==> src/rtl/shared_block_rotate_pipe_pkg.sv <==
// Shared definitions for the share-preserving lane rotator pipeline.
// Provides rotation-direction encodings, default geometry and the lane-slice
// index helper used to address share s / lane l inside a packed data bus.
package shared_rot_pkg;

  localparam logic DIR_LEFT  = 1'b0;
  localparam logic DIR_RIGHT = 1'b1;

  localparam int unsigned DEF_SHARES = 2;
  localparam int unsigned DEF_LANES  = 2;
  localparam int unsigned DEF_LANE_W = 32;

  // Low bit index of share s, lane l in a {share, lane}-packed bus.
  function automatic int unsigned lane_lo(input int unsigned s, input int unsigned l,
                                          input int unsigned lanes, input int unsigned lane_w);
    return (s * lanes + l) * lane_w;
  endfunction

endpackage

==> src/rtl/shared_block_rotate_pipe_lane_rotator.sv <==
// lane_rotator: combinational circular rotation of a single LANE_W-bit lane.
// Ports:
//   x    lane input
//   r    rotation amount, 0..LANE_W-1
//   dir  DIR_LEFT / DIR_RIGHT
//   y_c  rotated lane (combinational)
module lane_rotator
  import shared_rot_pkg::*;
#(
  parameter int unsigned LANE_W = DEF_LANE_W
) (
  input  logic [LANE_W-1:0]         x,
  input  logic [$clog2(LANE_W)-1:0] r,
  input  logic                      dir,
  output logic [LANE_W-1:0]         y_c
);

  localparam int unsigned ROT_W = $clog2(LANE_W);

  logic [ROT_W-1:0]    amt_c;
  logic [2*LANE_W-1:0] dbl_c;

  // Right by r is left by (LANE_W - r) mod LANE_W; the modulo falls out of
  // the ROT_W-bit negate, so r = 0 stays a pass-through.
  always_comb begin
    amt_c = (dir == DIR_RIGHT) ? ROT_W'(ROT_W'(0) - r) : r;
    dbl_c = {x, x} << amt_c;
    y_c   = dbl_c[2*LANE_W-1:LANE_W];
  end

endmodule

==> src/rtl/shared_block_rotate_pipe.sv <==
// shared_block_rotate_pipe: registered, share-preserving lane rotator with a
// valid/ready handshake. Every lane of every share is rotated by the same
// per-transaction amount/direction; shares never combine and each share owns
// its output register.
// Ports:
//   clk, rst            clock, synchronous active-high reset
//   in_valid/in_ready   input handshake
//   in_rot, in_dir      rotation amount and direction, sampled on accept
//   in_data             SHARES*LANES lanes of LANE_W bits, share-major
//   out_valid/out_ready output handshake
//   out_data            rotated data, same packing as in_data
// Build option: SHARED_ROT_SKID_EN adds a skid entry so in_ready comes
// straight from a flop instead of depending on out_ready.
module shared_block_rotate_pipe
  import shared_rot_pkg::*;
#(
  parameter int unsigned SHARES = DEF_SHARES,
  parameter int unsigned LANES  = DEF_LANES,
  parameter int unsigned LANE_W = DEF_LANE_W
) (
  input  logic                           clk,
  input  logic                           rst,
  input  logic                           in_valid,
  output logic                           in_ready,
  input  logic [$clog2(LANE_W)-1:0]      in_rot,
  input  logic                           in_dir,
  input  logic [SHARES*LANES*LANE_W-1:0] in_data,
  output logic                           out_valid,
  input  logic                           out_ready,
  output logic [SHARES*LANES*LANE_W-1:0] out_data
);

  localparam int unsigned SHARE_W = LANES * LANE_W;

  logic accept_c;

`ifdef SHARED_ROT_SKID_EN
  logic skid_valid;
  logic main_load_c;
  logic main_from_skid_c;
  logic skid_load_c;

  assign in_ready = ~skid_valid;

  // Route each accept to the main register or, if it is stalled, the skid.
  always_comb begin
    accept_c         = in_valid & ~skid_valid;
    main_load_c      = 1'b0;
    main_from_skid_c = 1'b0;
    skid_load_c      = 1'b0;
    if (skid_valid) begin
      main_from_skid_c = ~out_valid | out_ready;
    end else if (accept_c) begin
      if (~out_valid | out_ready) main_load_c = 1'b1;
      else                        skid_load_c = 1'b1;
    end
  end

  // Occupancy of the main and skid entries.
  always_ff @(posedge clk) begin
    if (rst) begin
      out_valid  <= 1'b0;
      skid_valid <= 1'b0;
    end else begin
      if (main_load_c | main_from_skid_c) out_valid <= 1'b1;
      else if (out_ready)                 out_valid <= 1'b0;
      if (skid_load_c)           skid_valid <= 1'b1;
      else if (main_from_skid_c) skid_valid <= 1'b0;
    end
  end
`else
  assign in_ready = ~out_valid | out_ready;
  assign accept_c = in_valid & in_ready;

  // Output occupancy: set on accept, cleared on drain without a new accept.
  always_ff @(posedge clk) begin
    if (rst)            out_valid <= 1'b0;
    else if (accept_c)  out_valid <= 1'b1;
    else if (out_ready) out_valid <= 1'b0;
  end
`endif

  for (genvar s = 0; s < SHARES; s++) begin : g_share
    logic [SHARE_W-1:0] rot_c;
    logic [SHARE_W-1:0] main_q;

    for (genvar l = 0; l < LANES; l++) begin : g_lane
      lane_rotator #(.LANE_W(LANE_W)) u_rot (
        .x   (in_data[lane_lo(s, l, LANES, LANE_W) +: LANE_W]),
        .r   (in_rot),
        .dir (in_dir),
        .y_c (rot_c[l*LANE_W +: LANE_W])
      );
    end

`ifdef SHARED_ROT_SKID_EN
    logic [SHARE_W-1:0] skid_q;

    // Per-share main and skid registers; the skid moves forward in order.
    always_ff @(posedge clk) begin
      if (rst) begin
        main_q <= '0;
        skid_q <= '0;
      end else begin
        if (main_load_c)           main_q <= rot_c;
        else if (main_from_skid_c) main_q <= skid_q;
        if (skid_load_c) skid_q <= rot_c;
      end
    end
`else
    // Per-share output register isolates each share's rotator glitches.
    always_ff @(posedge clk) begin
      if (rst)           main_q <= '0;
      else if (accept_c) main_q <= rot_c;
    end
`endif

    assign out_data[s*SHARE_W +: SHARE_W] = main_q;
  end

endmodule

==> config.mk <==
export PLATFORM = sky130hd
export DESIGN_NAME = shared_block_rotate_pipe
export DESIGN_NICKNAME = d
export VERILOG_FILES = /design/src/rtl/shared_block_rotate_pipe_pkg.sv /design/src/rtl/shared_block_rotate_pipe_lane_rotator.sv /design/src/rtl/shared_block_rotate_pipe.sv
export SDC_FILE = /design/constraint.sdc
export NUM_CORES = 1
export LEC_CHECK = 0
export CORE_MARGIN = 2
export CORE_UTILIZATION = 35
export CTS_CLUSTER_DIAMETER = 200
export DETAILED_ROUTE_END_ITERATION = 16
export PLACE_DENSITY = 0.66
export REMOVE_ABC_BUFFERS = 1
export SYNTH_ARGS = -nofsm -noshare
export SYNTH_HDL_FRONTEND = slang
export SYNTH_SLANG_ARGS = --single-unit
==> constraint.sdc <==
create_clock -name clk -period 3.7 [get_ports clk]
set_clock_uncertainty 0.05 [all_clocks]
set_input_delay 1.11 -clock clk [delete_from_list [all_inputs] [get_ports clk]]
set_output_delay 1.11 -clock clk [all_outputs]
set_load 0.01 [all_outputs]
==> results.md <==
- Status: completed
- CP Launch Type: primary input
- Req. time, crit path: 2.54 ns
- Synth-to-layout area growth: 34.2%
- RSZ-0062 raised after global routing: false
- Max VDD drop: 0.000263 V
- Synth Area in Adders: 0.00117
- Pwr/cell area: 405 nW/um^2
- Switch share: 0.339
- Mapped Cells: 1,027
- Post-CTS Hold Buffers: 0
- Share of post-route cells with drive strength above 1: 0.163
- Period Utilization, post-route: 0.921
- Final nets: 1,378
- Final core occ: 0.474
- Clock root buffer: clkbuf_16
- Sequential share of the synthesized area: 0.241
- Clock Sinks: 129
- Initial antenna violation count: 0
- First-pass GRT wire length: 51,600 um
- Worst-path cell chain: clkdlybuf4s50_1 -> nand2b_1 -> clkdlybuf4s50_1
- CTS tree: done
- Die X-Extent: 179 um
- Clock share of power: 0.288
- Iteration-0 DRC Markers: 466
- Initial Utilization: 0.353
- Number of vias per cell: 5.60
- NetSw: 1.98 mW
- Total track usage: 0.204
- H-tree depth: 4
- Post-CTS resize count: 0
- GRT overflow: 0
- Crit Path Max Fanout: 3
- FP Rows: 64
- Critical Path Sink Type: primary output
- DRC: 0
- Vias in the first global route: 9,360
- Ys async rst share: 0
- Multiplexer area fraction after synthesis: 0.494
- Pre-CTS setup slack: -0.0467 ns
- Die area: 32,100 um^2
- HPWL after DPL: 24,700 um
- Seq pwr share: 0.286
- Leakage: 6.22 nW
- F_max: 293 MHz
- Largest family of logic cells by synthesized area: multiplexers
- Most frequent cell on the critical path: clkdlybuf4s50_1
- Ys flop type: dfxtp_1
- Maxcap violations: 0
- Simple-gate share of the synthesized area: 0.00292
- FILL cells: 2,828
- Synth Area in Compound Gates: 0.196
- Part of the power in combinational logic: 0.425
- Final Hold Fails: 0
- Diode count: 0
- Max incr delay on CP: 0.55 ns
- Post-Layout Inst Area: 14,400 um^2
- Most frequent cell after synthesis: mux2i_1
- Routed length per instance: 20.2 um
- Dpl cell area: 13,800 um^2
- FF-to-FF path depth: 5
- Detailed Routing Iterations Pass 1: 6
- CP Class: primary input to primary output
- Total Routed Length: 33,200 um
- CTS clk-pin slew, worst paths: 0.06 ns
- Max clock buf depth: 2
- Routability Congestion: 0.855
- CP top delay family: buffers and inverters
- Int Power: 3.85 mW
- Post-CTS Setup Inserts: 0
- Max Slew Vio Count: 0
- Largest cells by area after synthesis: mux2i_1, dfxtp_1, mux2_2
- Critical path depth: 3
- Crit path DAT: 2.25 ns
- Die H: 179 um
- Final setup vio count: 0
- Worst skew pair latency: 0.43 ns
- Slack of the critical path: 0.291 ns
- Mean Syn Cell Area: 10.4 um^2
- Period minus WS final: 3.41 ns
- DR vias: 9,236
- Cell Area, Synth: 10,700 um^2
- # port buffers: 267
- Worst Hold Depth: 2
- Core box area: 30,300 um^2
- Post-synth EDFFs: 0
- TritonCTS buffer count: 17
- CP Buf/Inv Count: 2
- Cell taking the most area after synthesis: mux2i_1
- Post-synth top cells: mux2i_1, dfxtp_1, a221oi_1, mux2_2, o21bai_1
- Number of routed nets with antenna violations: 0
- Register bit total from synthesis: 129
- Synth Area in XOR/XNOR: 0.00315
- Cell variety after synth: 21
- Yosys top cell area share: 0.358
- Hold Crit Class: register to register
- IO Count: 268
- Rel. slew slack: 0.445
- YS warnings: 0
- Slowest CP cell: clkdlybuf4s50_1
- Slew @ Worst Pin: 0.832 ns
- Largest net degree at the start of global routing: 129
cell families after synthesis:
logic type	after synthesis
multiplexers	513
AO/OA/AOI/OAI	259
flip-flops	129
buffers and inverters	117
AND/OR/NAND/NOR	5
XOR/XNOR	3
adder cells (fa/ha/maj)	1
routing by layer:
metal	vias to the layer above	share of wire	track usage
met5	-	0	0
met3	26	0.058	0.0441
met1	4474	0.47	0.274
li1	4491	-	-
met2	245	0.46	0.331
met4	0	0.013	0.0508
area by class of cell:
cell class	instances	area [um^2]	area share
clock buffer	21	450	0.0313
clock inverter	11	114	0.00791
inverter	4	15.0	0.00104
multi-input combinational	781	7520	0.523
sequential	129	2580	0.179
tap	396	495	0.0344
timing repair buffer	306	3210	0.223
placed cells by master, fill, tap and decap left out, drive strengths merged:
cell,instances
clkdlybuf4s50,265
clkinvlp,2
o31ai,2
a21oi,1
mux2i,384
and2,2
xor2,1
dfxtp,129
xnor2,2
mux2,129
inv,4
bufinv,2
a221oi,128
nand2b,1
ha,1
clkinv,7
clkbuf,21
buf,41
o21bai,128
nor2b,2
flip-flops by register name, indices dropped and copies added, names as in the netlist:
register,flops
out_valid,1
g_share.main_q,128
final timing paths:
check / startpoint / to / slack (ns)
max reg2reg: out_valid$_SDFFE_PP0P_ / g_share[1].main_q[19]$_SDFFE_PP0P_ / 1.67
min: g_share[1].main_q[32]$_SDFFE_PP0P_ / g_share[1].main_q[32]$_SDFFE_PP0P_ / 0.48
max: out_ready / in_ready / 0.29
min reg2reg: g_share[1].main_q[32]$_SDFFE_PP0P_ / g_share[1].main_q[32]$_SDFFE_PP0P_ / 0.48
power groups by stage:
stage	registers, mW	clock network, mW	logic, mW
5_1_grt	1.69	1.78	2.67
3_3_place_gp	1.70	0	2.43
2_1_floorplan	1.75	0	1.52
4_1_cts	1.67	1.71	2.47
6_report	1.67	1.68	2.48
3_5_place_dp	1.70	0	2.46
worst reg2reg max path: cells and delay by family, from the launching register on:
family / cells / cell delay [ns]
compound gates: 1 / 0.26
buf+inv: 1 / 0.46
simple gates: 3 / 0.78
flops: 1 / 0.31
through the flow:
stage               cells  hold WS (ns)  power [mW]  setup TNS, ns
floorplan             914         0.495        3.27        -698.69
detailed placement   1616         0.469        4.16         -0.278
finish               1648         0.479        5.82              0
global placement     1616         0.467        4.13         -0.137
global route         1648         0.500        6.13              0
CTS                  1648         0.482        5.86              0
No activity file was read; power rests on OpenSTA's default activity.
